===== src/rtl/ex_mem_stage.sv =====
// ============================================================================
//  Module   : ex_mem_stage
//  Purpose  : Registered EX->MEM pipeline boundary behind the 64-bit ALU.
//             Holds up to two entries (head + skid) so that ex_ready can be
//             a pure register output. Resolves B/CBZ/CBNZ into a one-cycle
//             PC redirect pulse and drops the wrong-path instruction that is
//             accepted while that pulse is high.
//  Ports    : clk, rst_n (sync, active-low)
//             ex_*      : execute-side valid/ready handshake and entry fields
//             mem_*     : memory-side valid/ready handshake and head fields
//             flush     : discard held and incoming entries
//             redirect_*: taken-branch redirect pulse and target
//  Revision : 1.0 - initial release
// ============================================================================
`default_nettype none

module ex_mem_stage #(
    parameter int DATA_W = 64,
    parameter int REG_W  = 5
) (
    input  logic              clk,
    input  logic              rst_n,
    // execute side
    input  logic              ex_valid,
    output logic              ex_ready,
    input  logic [DATA_W-1:0] alu_out,
    input  logic              alu_zero,
    input  logic [DATA_W-1:0] ex_store_data,
    input  logic [DATA_W-1:0] ex_branch_target,
    input  logic [REG_W-1:0]  ex_rd,
    input  logic              ex_mem_read,
    input  logic              ex_mem_write,
    input  logic              ex_reg_write,
    input  logic              ex_mem_to_reg,
    input  logic              ex_br_uncond,
    input  logic              ex_br_zero,
    input  logic              ex_br_nzero,
    input  logic              flush,
    // memory side
    output logic              mem_valid,
    input  logic              mem_ready,
    output logic [DATA_W-1:0] mem_addr_result,
    output logic [DATA_W-1:0] mem_store_data,
    output logic [REG_W-1:0]  mem_rd,
    output logic              mem_mem_read,
    output logic              mem_mem_write,
    output logic              mem_reg_write,
    output logic              mem_mem_to_reg,
    // branch redirect
    output logic              redirect_valid,
    output logic [DATA_W-1:0] redirect_pc
);

    // Entry layout: {alu result, store data, rd, mem_read, mem_write,
    //                reg_write, mem_to_reg}
    localparam int C_ENTRY_W = 2*DATA_W + REG_W + 4;
    localparam int C_RD_LSB  = 4;
    localparam int C_SD_LSB  = C_RD_LSB + REG_W;
    localparam int C_AR_LSB  = C_SD_LSB + DATA_W;

    typedef enum logic [1:0] {
        S_EMPTY = 2'd0,
        S_ONE   = 2'd1,
        S_TWO   = 2'd2
    } state_t;

    state_t                r_state;
    state_t                w_state_nxt;
    logic [C_ENTRY_W-1:0]  r_head;
    logic [C_ENTRY_W-1:0]  r_skid;
    logic [C_ENTRY_W-1:0]  w_head_nxt;
    logic [C_ENTRY_W-1:0]  w_skid_nxt;
    logic [C_ENTRY_W-1:0]  w_in_entry;
    logic                  r_ex_ready;
    logic                  r_redirect_valid;
    logic [DATA_W-1:0]     r_redirect_pc;

    logic w_accept;
    logic w_drain;
    logic w_store;
    logic w_taken;
    logic w_redirect_nxt;

    assign w_in_entry = {alu_out, ex_store_data, ex_rd,
                         ex_mem_read, ex_mem_write, ex_reg_write, ex_mem_to_reg};

    assign w_accept = ex_valid & r_ex_ready;
    assign w_drain  = (r_state != S_EMPTY) & mem_ready;

    // The instruction accepted while a redirect pulse is high is on the
    // wrong path: it is consumed by the handshake but never stored.
    assign w_store  = w_accept & ~r_redirect_valid;

    assign w_taken  = ex_br_uncond
                    | (ex_br_zero  &  alu_zero)
                    | (ex_br_nzero & ~alu_zero);

    // A flush kills the incoming branch, so it cannot redirect either.
    assign w_redirect_nxt = w_store & w_taken & ~flush;

    // ------------------------------------------------------------------
    // Occupancy next-state and head/skid selection
    // ------------------------------------------------------------------
    always_comb begin
        w_state_nxt = r_state;
        w_head_nxt  = r_head;
        w_skid_nxt  = r_skid;
        if (flush) begin
            // Clearing the head keeps discarded controls off mem_*.
            w_state_nxt = S_EMPTY;
            w_head_nxt  = '0;
        end else begin
            case (r_state)
                S_EMPTY: begin
                    if (w_store) begin
                        w_state_nxt = S_ONE;
                        w_head_nxt  = w_in_entry;
                    end
                end
                S_ONE: begin
                    if (w_store && w_drain) begin
                        w_head_nxt  = w_in_entry;
                    end else if (w_store) begin
                        w_state_nxt = S_TWO;
                        w_skid_nxt  = w_in_entry;
                    end else if (w_drain) begin
                        w_state_nxt = S_EMPTY;
                    end
                end
                S_TWO: begin
                    // ex_ready is low here, so only a drain can happen.
                    if (w_drain) begin
                        w_state_nxt = S_ONE;
                        w_head_nxt  = r_skid;
                    end
                end
                default: begin
                    w_state_nxt = S_EMPTY;
                end
            endcase
        end
    end

    // ------------------------------------------------------------------
    // State registers
    // ------------------------------------------------------------------
    always_ff @(posedge clk) begin
        if (!rst_n) begin
            r_state          <= S_EMPTY;
            r_head           <= '0;
            r_skid           <= '0;
            r_ex_ready       <= 1'b1;
            r_redirect_valid <= 1'b0;
            r_redirect_pc    <= '0;
        end else begin
            r_state          <= w_state_nxt;
            r_head           <= w_head_nxt;
            r_skid           <= w_skid_nxt;
            // Registered ready: look ahead at next occupancy.
            r_ex_ready       <= (w_state_nxt != S_TWO);
            r_redirect_valid <= w_redirect_nxt;
            if (w_redirect_nxt) begin
                r_redirect_pc <= ex_branch_target;
            end
        end
    end

    // ------------------------------------------------------------------
    // Outputs
    // ------------------------------------------------------------------
    assign ex_ready        = r_ex_ready;
    assign mem_valid       = (r_state != S_EMPTY);
    assign mem_addr_result = r_head[C_AR_LSB +: DATA_W];
    assign mem_store_data  = r_head[C_SD_LSB +: DATA_W];
    assign mem_rd          = r_head[C_RD_LSB +: REG_W];
    assign mem_mem_read    = r_head[3];
    assign mem_mem_write   = r_head[2];
    assign mem_reg_write   = r_head[1];
    assign mem_mem_to_reg  = r_head[0];
    assign redirect_valid  = r_redirect_valid;
    assign redirect_pc     = r_redirect_pc;

endmodule

`default_nettype wire


===== config.mk =====
export PLATFORM = sky130hd
export DESIGN_NAME = ex_mem_stage
export DESIGN_NICKNAME = d
export VERILOG_FILES = /design/src/rtl/ex_mem_stage.sv
export SDC_FILE = /design/constraint.sdc
export NUM_CORES = 1
export LEC_CHECK = 0
export CAP_MARGIN = 20
export CORE_AREA = 3 3 180 182
export CTS_BUF_LIST = sky130_fd_sc_hd__clkbuf_8
export CTS_CLUSTER_DIAMETER = 100
export DETAILED_ROUTE_END_ITERATION = 10
export DIE_AREA = 0 0 183 185
export GPL_TIMING_DRIVEN = 0
export PLACE_DENSITY = 0.81
export SETUP_SLACK_MARGIN = 0.2
export SYNTH_ARGS = -nofsm -noshare
export SYNTH_HDL_FRONTEND = slang
export SYNTH_SLANG_ARGS = --single-unit

===== constraint.sdc =====
create_clock -name clk -period 2.1 [get_ports clk]
set_input_delay 0.63 -clock clk [delete_from_list [all_inputs] [get_ports clk]]
set_output_delay 0.63 -clock clk [all_outputs]
set_load 0.005 [all_outputs]

Word level (Yosys, flattened, before mapping)
Cells that the tools add are included.
{ "op_classes": {"add_sub_neg": 0, "n_mul": 0, "div": 0, "magnitude_cmp": 0, "n_eq_ne": 6, "n_shift": 0, "n_mux": 11, "bitwise": 14, "reduce_logical": 7} }
{ "ops": {"columns": ["operator", "n"], "rows": [
  ["$mux 137", 3],
  ["$pmux 137 s3", 1],
  ["$mux 2", 6],
  ["$ne 2x2->1 const B", 4],
  ["$reduce_and 4->1", 2],
  ["$and 1x1->1", 7],
  ["$pmux 2 s3", 1],
  ["$not 1->1", 5],
  ["$reduce_bool 3->1", 1],
  ["$eq 2x1->1 const B", 1],
  ["$eq 2x2->1 const B", 1],
  ["$logic_not 2->1", 1],
  ["$or 1x1->1", 2],
  ["$reduce_bool 2->1", 1],
  ["$reduce_or 2->1", 1],
  ["$logic_and 1x1->1", 1]
]} }
{ "word_totals": {"register_bits": 342, "latchBits": 0, "ramBits": 0, "romBits": 0, "out_inout_bits": 204, "word_cells": 44, "memories": 0} }

Logic depth before layout (Yosys ltp)
Gate-level depths: netlist of the first run.
{ "depth": {"ltp_word": 8, "ltp_mapped": 7, "ltp_nobuf": 3} }

Worst setup path after synthesis of the first run
Ideal clock, no wire load.
{ "synth_timing": {"path_type": "input -> register", "startpoint": "in rst_n", "endpoint": "reg r_head[0]", "setup_time_ps": 146, "arrival_time_ps": 1640, "t_required_ps": 1954, "setup_slack_ps": 314, "path_stages": 5, "path_buffers": 3, "cell_sequence": "buf_2 nand2_1 clkbuf_1 clkbuf_1 a211oi_2"} }
{ "synth_via": {"elab_chain_len": 2} }
{ "synth_rtl": {"columns": ["element", "line", "rtl"], "rows": [
  ["start, declared", "22", "input logic rst_n,"],
  ["$not 1->1 (no line)", null, null],
  ["$reduce_or 2->1 (no line)", null, null],
  ["end signal, assigned", "157", "r_head <= w_head_nxt;"],
  ["end, declared", "69", "logic [C_ENTRY_W-1:0] r_head;"]
]} }
No other way between the ends.
A chain may end at the register's enable or synchronous reset.

Worst setup path after layout of the first run
{ "layout_timing": {"startpoint": "reg r_state[1]", "endpoint": "out mem_valid"} }
{ "layout_via": {"elab_chain_len": 1} }
{ "layout_rtl": {"columns": ["element", "line", "rtl"], "rows": [
  ["start, declared", "67", "state_t r_state;"],
  ["start signal, assigned", "156", "r_state <= w_state_nxt;"],
  ["$reduce_bool 2->1", "172", "assign mem_valid = (r_state != S_EMPTY);"],
  ["end, declared", "40", "output logic mem_valid,"]
]} }
No other way between the ends.

==> results.sh, run 1 <==
export IMPL_holdWs_ns=0.396
export IMPL_drc=0
export IMPL_grt_pass1_wl_mm=77.8
export IMPL_critPathMaxStageDelay_ns=0.37
export IMPL_tightest_slew_ns=0.756
export IMPL_mostFrequentLayoutCell="nand2_1"
export IMPL_drt_iter0_drc=919
export IMPL_dpl_hpwl_mm=36.7
export IMPL_fin_crit_sh=0.940
export IMPL_leakage_nw=9.49
export IMPL_finalPower_mw=15.1
export IMPL_syn_instance_count=1554
export IMPL_final_min_clock_period_ns=1.97
export IMPL_nNetsFinal=2239
export IMPL_cp_depth=5
export IMPL_maxCapViolCount=0
export IMPL_slowest_stage="dfxtp_4"
export IMPL_initial_core_util=0.499
export IMPL_synth_nets=1764
export IMPL_ios=414
export IMPL_place_congestion=0.863
export IMPL_die_area_um2=33900
export IMPL_core_area_um2=30700
export IMPL_cts_tree="done"
export IMPL_yosys_area_top_type="dfxtp_1"
export IMPL_synth_warnings=0
export IMPL_path_class="flip-flop to output port"
export IMPL_grt_max_degree=14
export IMPL_cts_num_sinks=342
export IMPL_synthXorXnorAreaFrac=0
export IMPL_synthAdderAreaFrac=0
export IMPL_final_util=0.689
export IMPL_crit_path_end_kind="output port"
export IMPL_fmax_mhz=506
export IMPL_area_growth_pct=37.9
export IMPL_synthDominantCellAreaShare=0.446
export IMPL_wl_per_cell_um=20.3
export IMPL_yosys_area_share_simple=0.103
export IMPL_post_synth_mux_area_share=0.221
export IMPL_rows=64
export IMPL_power_per_cell_area_nw_per_um2=711
export IMPL_num_fill_cells=2455
export IMPL_crit_buf_inv=4
export IMPL_synth_top_family_by_area="multiplexers"
export IMPL_clockBufferDepth=3
export IMPL_ir_drop_mv=0.536
export IMPL_synth_compound_area_frac=0.157
export IMPL_ff_latch_area_um2=6900
export IMPL_yosys_top_cells_area="dfxtp_1 (45%), mux2i_1 (22%), nand2_1 (9.9%), a311oi_1 (7.8%), a211oi_1 (5.4%)"
export IMPL_grt_setup_unrepaired="yes"
export IMPL_path_max_fanout=2
export IMPL_numCtsBuffers=57
export IMPL_crit_family="flip-flops"
export IMPL_hold_buffers=0
export IMPL_required_ns=1.47
export IMPL_slew_violations=0
export IMPL_groute_usage_overall=0.284
export IMPL_multiInputGateArea_um2=7410
export IMPL_hold_violations=0
export IMPL_setup_tns_ns=0
export IMPL_instances_no_fill=2482
export IMPL_finalSetupViolations=0
export IMPL_cts_max_level=2
export IMPL_grt_antenna_before_repair=14
export IMPL_viasPerCell=5.69
export IMPL_drt_pre_antenna_iters=5
export IMPL_cts_root_buffer="clkbuf_8"
export IMPL_synth_cell_types=27
export IMPL_wl_mm=50.5
export IMPL_hold_class="primary input to flip-flop"
export IMPL_outcome="finished clean"
export IMPL_ant_nets=0
export IMPL_worstSkewPairLatency_ns=0.58
export IMPL_die_height_um=185
export IMPL_die_w_um=183
export IMPL_seq_area_frac_synth=0.446
export IMPL_startpoint_type="flip-flop"
export IMPL_synth_area_um2=15400
export IMPL_relSlewSlack=0.496
export IMPL_io_buffers=412
export IMPL_fin_skew_ns=0.0207
export IMPL_grt_pass1_vias=14518
export IMPL_dp_cells=2362
export IMPL_ys_ff_latch=342
export IMPL_final_cell_mix="nand2_1 (403), mux2i_1 (336), dfxtp_1 (304)"
export IMPL_overflow=0
export IMPL_cp_arrival_ns=1.34
export IMPL_crit_chain="inv_6 -> buf_12 -> buf_8 -> nand2_4 -> buf_6"
export IMPL_min_path_cells=2
export IMPL_cts_clk_slew_worst_paths_ns=0.06
export IMPL_vias=14126
export IMPL_r2r_cells=7
export IMPL_avgSynthCellArea_um2=9.88
export IMPL_drive_above_1_share=0.132
## layout make-up
| cell class | count | share of cell area |
|---|---|---|
| clock inverters | 29 | 0.0106 |
| inverters | 4 | 0.000945 |
| plain buffers | 176 | 0.0565 |
| flip-flops and latches | 342 | 0.326 |
| multi-input cells | 1032 | 0.350 |
| clock buffers | 72 | 0.0468 |
| well taps | 396 | 0.0234 |
| diodes | 15 | 0.00177 |
| repair buffers | 416 | 0.184 |
## registers in the layout, summed over array words and instances, names as in the netlist
| register | count |
|---|---|
| redirect_valid | 1 |
| r_head | 137 |
| redirect_pc | 64 |
| r_skid | 137 |
| ex_ready | 1 |
| r_state | 2 |
## per-layer routing
| layer | GRT usage | vias to the layer above | part of all wire |
|---|---|---|---|
| met5 | 0 | - | 0.00046 |
| met4 | 0.169 | 4 | 0.055 |
| met3 | 0.0740 | 166 | 0.087 |
| met2 | 0.463 | 634 | 0.47 |
| met1 | 0.341 | 6727 | 0.39 |
| li1 | - | 6595 | - |
## kinds of logic after synthesis
group	Yosys count
flops	342
buf+inv	180
compound gates	280
simple gates	413
mux	339
## report_power, final
part           total [mW]  switching [mW]  internal (mW)
logic                1.96           0.965          0.993
registers            6.83           0.125           6.71
clock network        6.27            2.71           3.56
total                15.1            3.80           11.3
## path summary, 6_finish.rpt
| check | endpoint | slack [ns] | startpoint |
|---|---|---|---|
| max | mem_valid | 0.13 | r_state[1]$_SDFF_PN0_ |
| min | r_state[1]$_SDFF_PN0_ | 0.40 | mem_ready |
| max reg2reg | r_skid[109]$_SDFFE_PN0P_ | 0.35 | redirect_valid$_SDFF_PN0_ |
| min reg2reg | redirect_pc[52]$_SDFFE_PN0P_ | 0.45 | redirect_pc[52]$_SDFFE_PN0P_ |
## Yosys cell counts
library cell	instances
nand3_1	1
buf_1	1
buf_6	28
and4_4	1
nand2b_1	2
clkbuf_1	77
inv_2	1
o211a_1	1
a211oi_1	110
buf_2	46
mux2_2	1
a211oi_2	28
a21oi_1	1
and3b_1	2
nor2_1	1
a31o_1	1
and2_1	1
inv_1	3
mux2i_1	338
nor3b_1	1
buf_8	11
a311oi_1	137
a211o_1	1
dfxtp_1	342
nand2_1	404
buf_4	13
a2111oi_0	1
## repair_timing
action	CTS	global route
cloned	0	0
setup buffers	4	0
endpoints found under the setup margin	319	175
resized for setup	273	38
## through the flow
step                      setup WS, ns  area (µm²)
final                            0.125       21200
after global routing            0.0830       21200
after floorplan                  0.314       15400
after global placement          -0.757       20000
after detailed placement        -0.791       20000
after CTS                       0.0846       21100
(Power assumes the default switching activity.)
==> inputs of run 2 (changes only) <==
--- a/config.mk
+++ b/config.mk
@@ -5,14 +5,15 @@
 export SDC_FILE = /design/constraint.sdc
 export NUM_CORES = 1
 export LEC_CHECK = 0
+export ABC_CLOCK_PERIOD_IN_PS = 2100
 export CAP_MARGIN = 20
-export CORE_AREA = 3 3 180 182
+export CORE_AREA = 3 3 189 191
 export CTS_BUF_LIST = sky130_fd_sc_hd__clkbuf_8
 export CTS_CLUSTER_DIAMETER = 100
 export DETAILED_ROUTE_END_ITERATION = 10
-export DIE_AREA = 0 0 183 185
+export DIE_AREA = 0 0 192 194
 export GPL_TIMING_DRIVEN = 0
-export PLACE_DENSITY = 0.81
+export PLACE_DENSITY = 0.75
 export SETUP_SLACK_MARGIN = 0.2
 export SYNTH_ARGS = -nofsm -noshare
 export SYNTH_HDL_FRONTEND = slang
==> run 2 against run 1 <==
Power shrank 1.0%. Sequential share of layout area is essentially flat. Non-clock buffer count grew 2. Design area grew 0.38%. Register-to-register slack lost 0.12 ns. Flip-flop and latch count is the same. Clock skew shrank 0.0019 ns. Critical path depth is the same. Hold slack gained 0.058 ns. Largest cell class unchanged.
==> results.sh, run 2 (same netlist as run 1, synthesis figures left out) <==
export IMPL_cts_tree="done"
export IMPL_multiInputGateArea_um2=7420
export IMPL_place_ws_ns=-0.874
export IMPL_viasPerCell=5.50
export IMPL_path_max_fanout=2
export IMPL_io_buffers=412
export IMPL_initial_core_util=0.448
export IMPL_fmax_mhz=491
export IMPL_mostFrequentLayoutCell="nand2_1"
export IMPL_slew_violations=0
export IMPL_num_fill_cells=2900
export IMPL_crit_chain="inv_6 -> buf_12 -> buf_8 -> nand2_2 -> buf_2"
export IMPL_nNetsFinal=2242
export IMPL_dpl_hpwl_mm=36.4
export IMPL_dp_cells=2421
export IMPL_finalPower_mw=14.9
export IMPL_wl_per_cell_um=20.0
export IMPL_wl_mm=50.8
export IMPL_placed_cell_area_um2=20000
export IMPL_maxCapViolCount=0
export IMPL_hold_buffers=0
export IMPL_fin_crit_sh=0.969
export IMPL_power_per_cell_area_nw_per_um2=701
export IMPL_startpoint_type="flip-flop"
export IMPL_overflow=0
export IMPL_required_ns=1.47
export IMPL_crit_path_end_kind="output port"
export IMPL_groute_usage_overall=0.259
export IMPL_cts_clk_slew_worst_paths_ns=0.06
export IMPL_grt_setup_unrepaired="yes"
export IMPL_r2r_cells=7
export IMPL_setup_tns_ns=0
export IMPL_ios=414
export IMPL_numCtsBuffers=58
export IMPL_min_to="r_skid[113]$_SDFFE_PN0P_"
export IMPL_min_path_cells=2
export IMPL_vias=13967
export IMPL_final_area_um2=21300
export IMPL_tightest_slew_ns=0.748
export IMPL_die_height_um=194
export IMPL_hold_violations=0
export IMPL_finalWorstSetupSlack_ns=0.0654
export IMPL_drc=0
export IMPL_fin_skew_ns=0.0188
export IMPL_grt_pass1_wl_mm=77.4
export IMPL_rows=68
export IMPL_relSlewSlack=0.501
export IMPL_worstHoldStart="r_skid[113]$_SDFFE_PN0P_"
export IMPL_drt_iter0_drc=764
export IMPL_leakage_nw=9.23
export IMPL_critPathMaxStageDelay_ns=0.37
export IMPL_ir_drop_mv=0.613
export IMPL_rr_endpoint="r_head[18]$_SDFFE_PP0P_"
export IMPL_instances_no_fill=2540
export IMPL_cts_max_level=2
export IMPL_cts_num_sinks=342
export IMPL_hold_class="flip-flop to flip-flop"
export IMPL_worstSkewPairLatency_ns=0.63
export IMPL_drt_pre_antenna_iters=9
export IMPL_place_congestion=0.858
export IMPL_cts_root_buffer="clkbuf_8"
export IMPL_area_growth_pct=38.4
export IMPL_drive_above_1_share=0.155
export IMPL_cp_arrival_ns=1.40
export IMPL_final_min_clock_period_ns=2.03
export IMPL_grt_pass1_vias=14059
export IMPL_r2r_slack_ns=0.23
export IMPL_final_cell_mix="nand2_1 (403), mux2i_1 (337), dfxtp_1 (286)"
export IMPL_clockBufferDepth=3
export IMPL_die_area_um2=37200
export IMPL_grt_antenna_before_repair=9
export IMPL_core_area_um2=34300
export IMPL_ff_latch_area_um2=6920
export IMPL_die_w_um=192
export IMPL_outcome="finished clean"
export IMPL_path_class="flip-flop to output port"
export IMPL_grt_max_degree=15
export IMPL_rr_startpoint="r_state[1]$_SDFF_PN0_"
export IMPL_finalSetupViolations=0
export IMPL_ant_nets=0
export IMPL_slowest_stage="dfxtp_4"
run 2: through the flow:
step                hold slack, ns  utilization
floorplan                    0.434            -
global placement             0.441        0.585
detailed placement           0.446        0.585
CTS                          0.423        0.619
global route                 0.438        0.620
finish                       0.454        0.620
run 2: cell type report:
class,count,share of cell area
clock inverters,25,0.00506
diodes,8,0.000942
plain buffers,176,0.0547
multi-input cells,1032,0.349
repair buffers,418,0.185
clock buffers,80,0.0518
well taps,455,0.0268
flip-flops and latches,342,0.326
inverters,4,0.000942
run 2: worst max-delay path, delay by kind of cell (launching register included):
kind	cells	cell delay, ns
DFF	1	0.37
buffers and inverters	4	0.37
and+or+nand+nor	1	0.04
run 2: timing repair:
item                       4_1_cts  5_1_grt
pin swaps                        0        0
gates resized for setup        345       72
buffers inserted                 5        1
setup endpoints to repair      315       76
run 2: layer usage:
metal | up-vias | wire, µm | track usage | share of wire
met5 | - | 13 | 0 | 0.00026
met4 | 2 | 2240 | 0.126 | 0.044
met1 | 6681 | 20400 | 0.312 | 0.40
met2 | 543 | 24200 | 0.426 | 0.48
met3 | 140 | 3990 | 0.0712 | 0.079
li1 | 6601 | - | - | -
run 2: worst max-delay path by stage:
stage	start	to	slack, ns	depth (start not counted)
after floorplan	rst_n	r_head[0]$_SDFFE_PP0P_	0.31	5
after global placement	flush	r_head[127]$_SDFFE_PP0P_	-0.80	6
after detailed placement	flush	r_head[26]$_SDFFE_PP0P_	-0.87	6
after CTS	r_state[1]$_SDFF_PN0_	mem_valid	0.02	5
after global routing	r_state[1]$_SDFF_PN0_	mem_valid	0.01	5
final	r_state[1]$_SDFF_PN0_	mem_valid	0.07	5
run 2: where the power goes:
group          leakage (nW)  internal (mW)  switching, mW  total, mW
clock                 0.692           3.36           2.75       6.11
sequential             2.80           6.71          0.126       6.84
combinational          5.73          0.999          0.962       1.96
==> inputs of run 3 (changes only) <==
==> config.mk (replaced) <==
export PLATFORM = sky130hd
export DESIGN_NAME = ex_mem_stage
export DESIGN_NICKNAME = d
export VERILOG_FILES = /design/src/rtl/ex_mem_stage.sv
export SDC_FILE = /design/constraint.sdc
export NUM_CORES = 1
export LEC_CHECK = 0
export ABC_CLOCK_PERIOD_IN_PS = 2100
export CAP_MARGIN = 40
export CORE_AREA = 3 3 208 210
export CTS_BUF_LIST = sky130_fd_sc_hd__clkbuf_16
export CTS_CLUSTER_DIAMETER = 100
export DETAILED_ROUTE_END_ITERATION = 10
export DIE_AREA = 0 0 211 213
export GPL_TIMING_DRIVEN = 0
export PLACE_DENSITY = 0.63
export SETUP_SLACK_MARGIN = 0.2
export SYNTH_ARGS = -nofsm -noshare
export SYNTH_HDL_FRONTEND = slang
export SYNTH_SLANG_ARGS = --single-unit
==> run 3 against run 2 <==
Via count down 2.9%. Setup slack better by 0.064 ns. Clock skew down 0.0031 ns. Clock power up 4.9%. Critical path depth unchanged. Cell count up 1.6%. Sequential power about the same. Wire length up 2.4%. Largest power group unchanged. Critical path type unchanged. Global-route usage down 3.7 points. Fmax up 3.3%.
==> results.sh, run 3 (same netlist as run 1, synthesis figures left out) <==
export IMPL_required_ns=1.47
export IMPL_grt_setup_unrepaired="yes"
export IMPL_cts_root_buffer="clkbuf_16"
export IMPL_cts_max_level=2
export IMPL_ios=414
export IMPL_area_growth_pct=38.7
export IMPL_power_per_cell_area_nw_per_um2=713
export IMPL_grt_pass1_wl_mm=79.3
export IMPL_finalWorstSetupSlack_ns=0.130
export IMPL_cp_depth=5
export IMPL_cts_num_sinks=342
export IMPL_grt_max_degree=13
export IMPL_numCtsBuffers=40
export IMPL_hold_violations=0
export IMPL_die_height_um=213
export IMPL_grt_pass1_vias=13980
export IMPL_wl_mm=52.0
export IMPL_initial_core_util=0.368
export IMPL_num_fill_cells=3950
export IMPL_r2r_cells=7
export IMPL_r2r_slack_ns=0.36
export IMPL_slowest_stage="dfxtp_4"
export IMPL_min_path_cells=2
export IMPL_path_max_fanout=4
export IMPL_worstSkewPairLatency_ns=0.56
export IMPL_final_min_clock_period_ns=1.97
export IMPL_crit_buf_inv=4
export IMPL_dpl_hpwl_mm=37.8
export IMPL_crit_family="flip-flops"
export IMPL_mostFrequentLayoutCell="nand2_1"
export IMPL_clockBufferDepth=3
export IMPL_cts_tree="done"
export IMPL_dp_cells=2506
export IMPL_instances_no_fill=2580
export IMPL_crit_start="r_state[1]$_SDFF_PN0_"
export IMPL_final_cell_mix="nand2_1 (403), mux2i_1 (335), dfxtp_1 (310)"
export IMPL_cp_arrival_ns=1.34
export IMPL_slew_violations=0
export IMPL_wl_per_cell_um=20.2
export IMPL_critPathMaxStageDelay_ns=0.38
export IMPL_crit_chain="inv_6 -> buf_12 -> buf_8 -> nand2_2 -> buf_2"
export IMPL_vias=13560
export IMPL_core_area_um2=41800
export IMPL_rr_endpoint="r_skid[8]$_SDFFE_PN0P_"
export IMPL_die_w_um=211
export IMPL_crit_path_end_kind="output port"
export IMPL_ant_nets=0
export IMPL_cp_endpoint="mem_valid"
export IMPL_startpoint_type="flip-flop"
export IMPL_fin_skew_ns=0.0157
export IMPL_leakage_nw=9.41
export IMPL_final_util=0.510
export IMPL_cts_clk_slew_worst_paths_ns=0.06
export IMPL_drive_above_1_share=0.115
export IMPL_drt_pre_antenna_iters=5
export IMPL_finalPower_mw=15.2
export IMPL_placed_cell_area_um2=20200
export IMPL_rows=75
export IMPL_viasPerCell=5.26
export IMPL_place_congestion=0.824
export IMPL_hold_class="flip-flop to flip-flop"
export IMPL_groute_usage_overall=0.222
export IMPL_io_buffers=412
export IMPL_drt_iter0_drc=650
export IMPL_holdWs_ns=0.454
export IMPL_fmax_mhz=508
export IMPL_overflow=0
export IMPL_setup_tns_ns=0
export IMPL_die_area_um2=44900
export IMPL_fin_crit_sh=0.938
export IMPL_ir_drop_mv=0.470
export IMPL_grt_antenna_before_repair=3
export IMPL_nNetsFinal=2223
export IMPL_final_area_um2=21300
export IMPL_relSlewSlack=0.538
export IMPL_tightest_slew_ns=0.694
export IMPL_hold_buffers=0
export IMPL_outcome="finished clean"
export IMPL_finalSetupViolations=0
export IMPL_drc=0
export IMPL_rr_startpoint="redirect_valid$_SDFF_PN0_"
export IMPL_place_ws_ns=-0.775
export IMPL_maxCapViolCount=0
export IMPL_path_class="flip-flop to output port"
[run 3: where the power goes]
group | leakage (nW) | internal, mW | total [mW] | switching [mW]
clock network | 0.606 | 3.64 | 6.41 | 2.77
logic | 6.01 | 0.994 | 1.96 | 0.965
registers | 2.79 | 6.71 | 6.83 | 0.121
total | 9.41 | 11.3 | 15.2 | 3.86
[run 3: what timing repair did]
action | in CTS | in global routing
setup buffers | 3 | 0
resized for setup | 265 | 36
endpoints found under the setup margin | 334 | 120
gates cloned | 0 | 1
[run 3: tightest hold or removal path, cell delays in order, from the launching register on]
cell	delay, ns
dfxtp_1	0.30
nand2_1	0.05
mux2i_1	0.05
[run 3: layer usage]
layer	GRT usage	wire length, µm
met4	0.0898	1780
met2	0.366	24700
met3	0.0563	3480
met5	0	13
met1	0.279	22000
[run 3: worst min path at each step]
stage / to / start
floorplan: r_skid[0]$_SDFFE_PN0P_ / r_skid[0]$_SDFFE_PN0P_
global placement: r_skid[54]$_SDFFE_PN0P_ / r_skid[54]$_SDFFE_PN0P_
detailed placement: r_skid[68]$_SDFFE_PN0P_ / r_skid[68]$_SDFFE_PN0P_
CTS: redirect_pc[9]$_SDFFE_PN0P_ / redirect_pc[9]$_SDFFE_PN0P_
global route: redirect_pc[45]$_SDFFE_PN0P_ / redirect_pc[45]$_SDFFE_PN0P_
finish: redirect_pc[42]$_SDFFE_PN0P_ / redirect_pc[42]$_SDFFE_PN0P_
[run 3: area by class of cell]
cell class / count / area, µm² / area share
multi-input cells: 1032 / 7410 / 0.348
flip-flops and latches: 342 / 6890 / 0.323
repair buffers: 417 / 3920 / 0.184
plain buffers: 176 / 1210 / 0.0569
clock buffers: 41 / 1030 / 0.0482
well taps: 539 / 674 / 0.0317
clock inverters: 27 / 148 / 0.00693
inverters: 4 / 20.0 / 0.000940
diodes: 2 / 5.00 / 0.000235
==> patch, RTL diff (settings of run 1) <==
The parameter `DATA_W` goes from 64 to 32.
--- a/src/rtl/ex_mem_stage.sv
+++ b/src/rtl/ex_mem_stage.sv
@@ -17,3 +17,3 @@
 module ex_mem_stage #(
-    parameter int DATA_W = 64,
+    parameter int DATA_W = 32,
     parameter int REG_W  = 5
Ports: changed (6 resized); port bits go from 414 to 222. No check against the original RTL was run, so the function may have changed too.
==> patch against run 1 <==
  * Count of clock-buffer cells in the layout decreased by 54
  * Area after synthesis decreased by 47%
  * Highest routed layer unchanged
  * Total power decreased by 53%
  * First-iteration DRC count decreased by 65%
  * Sequential cell count decreased by 160
  * Routed wire length decreased by 46%
  * Non-clock buffer count decreased by 263
  * Critical path depth increased by 2
  * Worst setup slack improved by 54 ps
  * Synthesized cell count decreased by 46%
  * Clock skew increased by 1.0 ps
  * Cell area decreased by 46%
  * Register-to-register slack about the same
==> patch: results (changes against run 1) <==
Routing
  – Vias: 7,330 (-48%)
  – First DRT Iteration DRCs: 325 (-65%)
  – Vias per std cell: 4.900 (-14%)

Clock tree
  – Reg clk slew, reported paths: 100 ps (+40 ps)
  – Inserted Clock Buffers: 17 (-70%)
  – CTS HTree Levels: 4 (+2)
  – CTS max path bufs: 2 (-1)

Place
  – Placed inst area: 0.01088 mm2 (-46%)
  – Final HPWL DP: 20.08 mm (-45%)
  – Pre-CTS setup slack: -529.1 ps (+262.3 ps)
  – Gp weighted congestion: 0.7746 (-10%)

Setup path
  – Crit path capture: r_skid[25]$_SDFFE_PN0P_
  – Crit path max fanout: 10 (+8)
  – Slowest stage delay, CP: 450 ps (+80 ps)
  – Worst path top cell family by delay: buffers and inverters

STA
  – Worst hold margin: 458.6 ps (+62.94 ps)

Power
  – Worst IR Drop VDD: 398.3 uV (-26%)
  – Total net switching power: 1.989 mW (-48%)

GRT
  – Largest net degree at the start of global routing: 18 (+4)
  – Initial antenna violation count: 4 (-10)
  – First-pass GRT wire length: 41.84 mm (-46%)
  – Total Routing Usage GR: 15.70% (-13 points)

Layout
  – Fraction of layout cells with a size suffix above 1: 17.11% (+3.9 points)
  – Register area: 0.003730 mm2 (-46%)
  – Fill cells: 3,122 (+27%)

Synth
  – Netlist cell types: 29 (+7.4%)
  – Post-synth top cells: nand2_1 (212), dfxtp_1 (182), mux2i_1 (178)
  – Mapped Avg Cell Area: 9.837 um2 (-0.45%)
  – Syn_nets: 946 (-46%)

Outcome
  – Outcome: finished clean
## patch: cell count changes in the layout (fill, tap and decap cells not counted), moves of 36 or more
cell             before  now
nand2_1             403  212
dfxtp_1             304  115
mux2i_1             336  172
clkdlybuf4s50_1     207  111
dlygate4sd2_1       195  107
a311oi_1            137   73
clkbuf_8             72   18
a211oi_1            110   73
clkbuf_1             65   29
## patch: worst min-delay path by stage
stage,start,endpoint,cells past startpoint
2_1_floorplan,r_skid[0]$_SDFFE_PN0P_,r_skid[0]$_SDFFE_PN0P_,2
3_3_place_gp,redirect_pc[8]$_SDFFE_PN0P_,redirect_pc[8]$_SDFFE_PN0P_,2
3_5_place_dp,redirect_pc[8]$_SDFFE_PN0P_,redirect_pc[8]$_SDFFE_PN0P_,2
4_1_cts,redirect_pc[9]$_SDFFE_PN0P_,redirect_pc[9]$_SDFFE_PN0P_,2
5_1_grt,redirect_pc[21]$_SDFFE_PN0P_,redirect_pc[21]$_SDFFE_PN0P_,2
6_report,redirect_pc[9]$_SDFFE_PN0P_,redirect_pc[9]$_SDFFE_PN0P_,2
## patch: timing repair
item                       CTS  global route
pin swaps                    0             5
resized for setup          193            44
setup endpoints to repair  271            90
buffers inserted            12             3
## patch: cell type report
class                      instances  area share, %
timing repair buffer             235          18.98
clock inverter                    14          1.199
tap                              396          4.317
multi-input combinational        552          34.17
inverter                           4         0.1526
buffer                            94          6.508
clock buffer                      18          2.158
antenna                            1        0.02180
sequential                       182          32.49
## patch: logic make-up (layout without fill, tap and decap cells)
logic type / Yosys count / after routing / synth area share, %
and+or+nand+nor: 221 / 221 / 10.47
DFF: 182 / 182 / 44.52
muxes: 179 / 179 / 21.91
AOI/OAI and AO/OA: 152 / 152 / 15.24
buffers and inverters: 98 / 365 / 7.858
other: 0 / 1 / 0
## patch: worst register-to-register path, cell delays in order, from the launching register on
cell,delay (ps)
dfxtp_2,360
buf_4,130
buf_4,130
and3b_1,180
buf_4,190
clkbuf_4,210
a311oi_1,330
a211oi_1,90
## patch: routing by layer
metal  GRT usage [%]  vias up  part of all wire [%]
li1                -     3522                     -
met1           18.69     3510                    42
met5               0        -                  0.15
met3           5.617       48                   7.8
met4           5.393        6                   3.0
met2           26.35      244                    47
## patch: power by group through the flow
stage               Clock (mW)  Sequential (mW)  Combinational (mW)
floorplan                    0             3.70               0.485
global placement             0             3.70                1.06
detailed placement           0             3.71                1.09
CTS                       2.52             3.63                1.04
global route              2.66             3.65                1.14
finish                    2.44             3.63                1.05
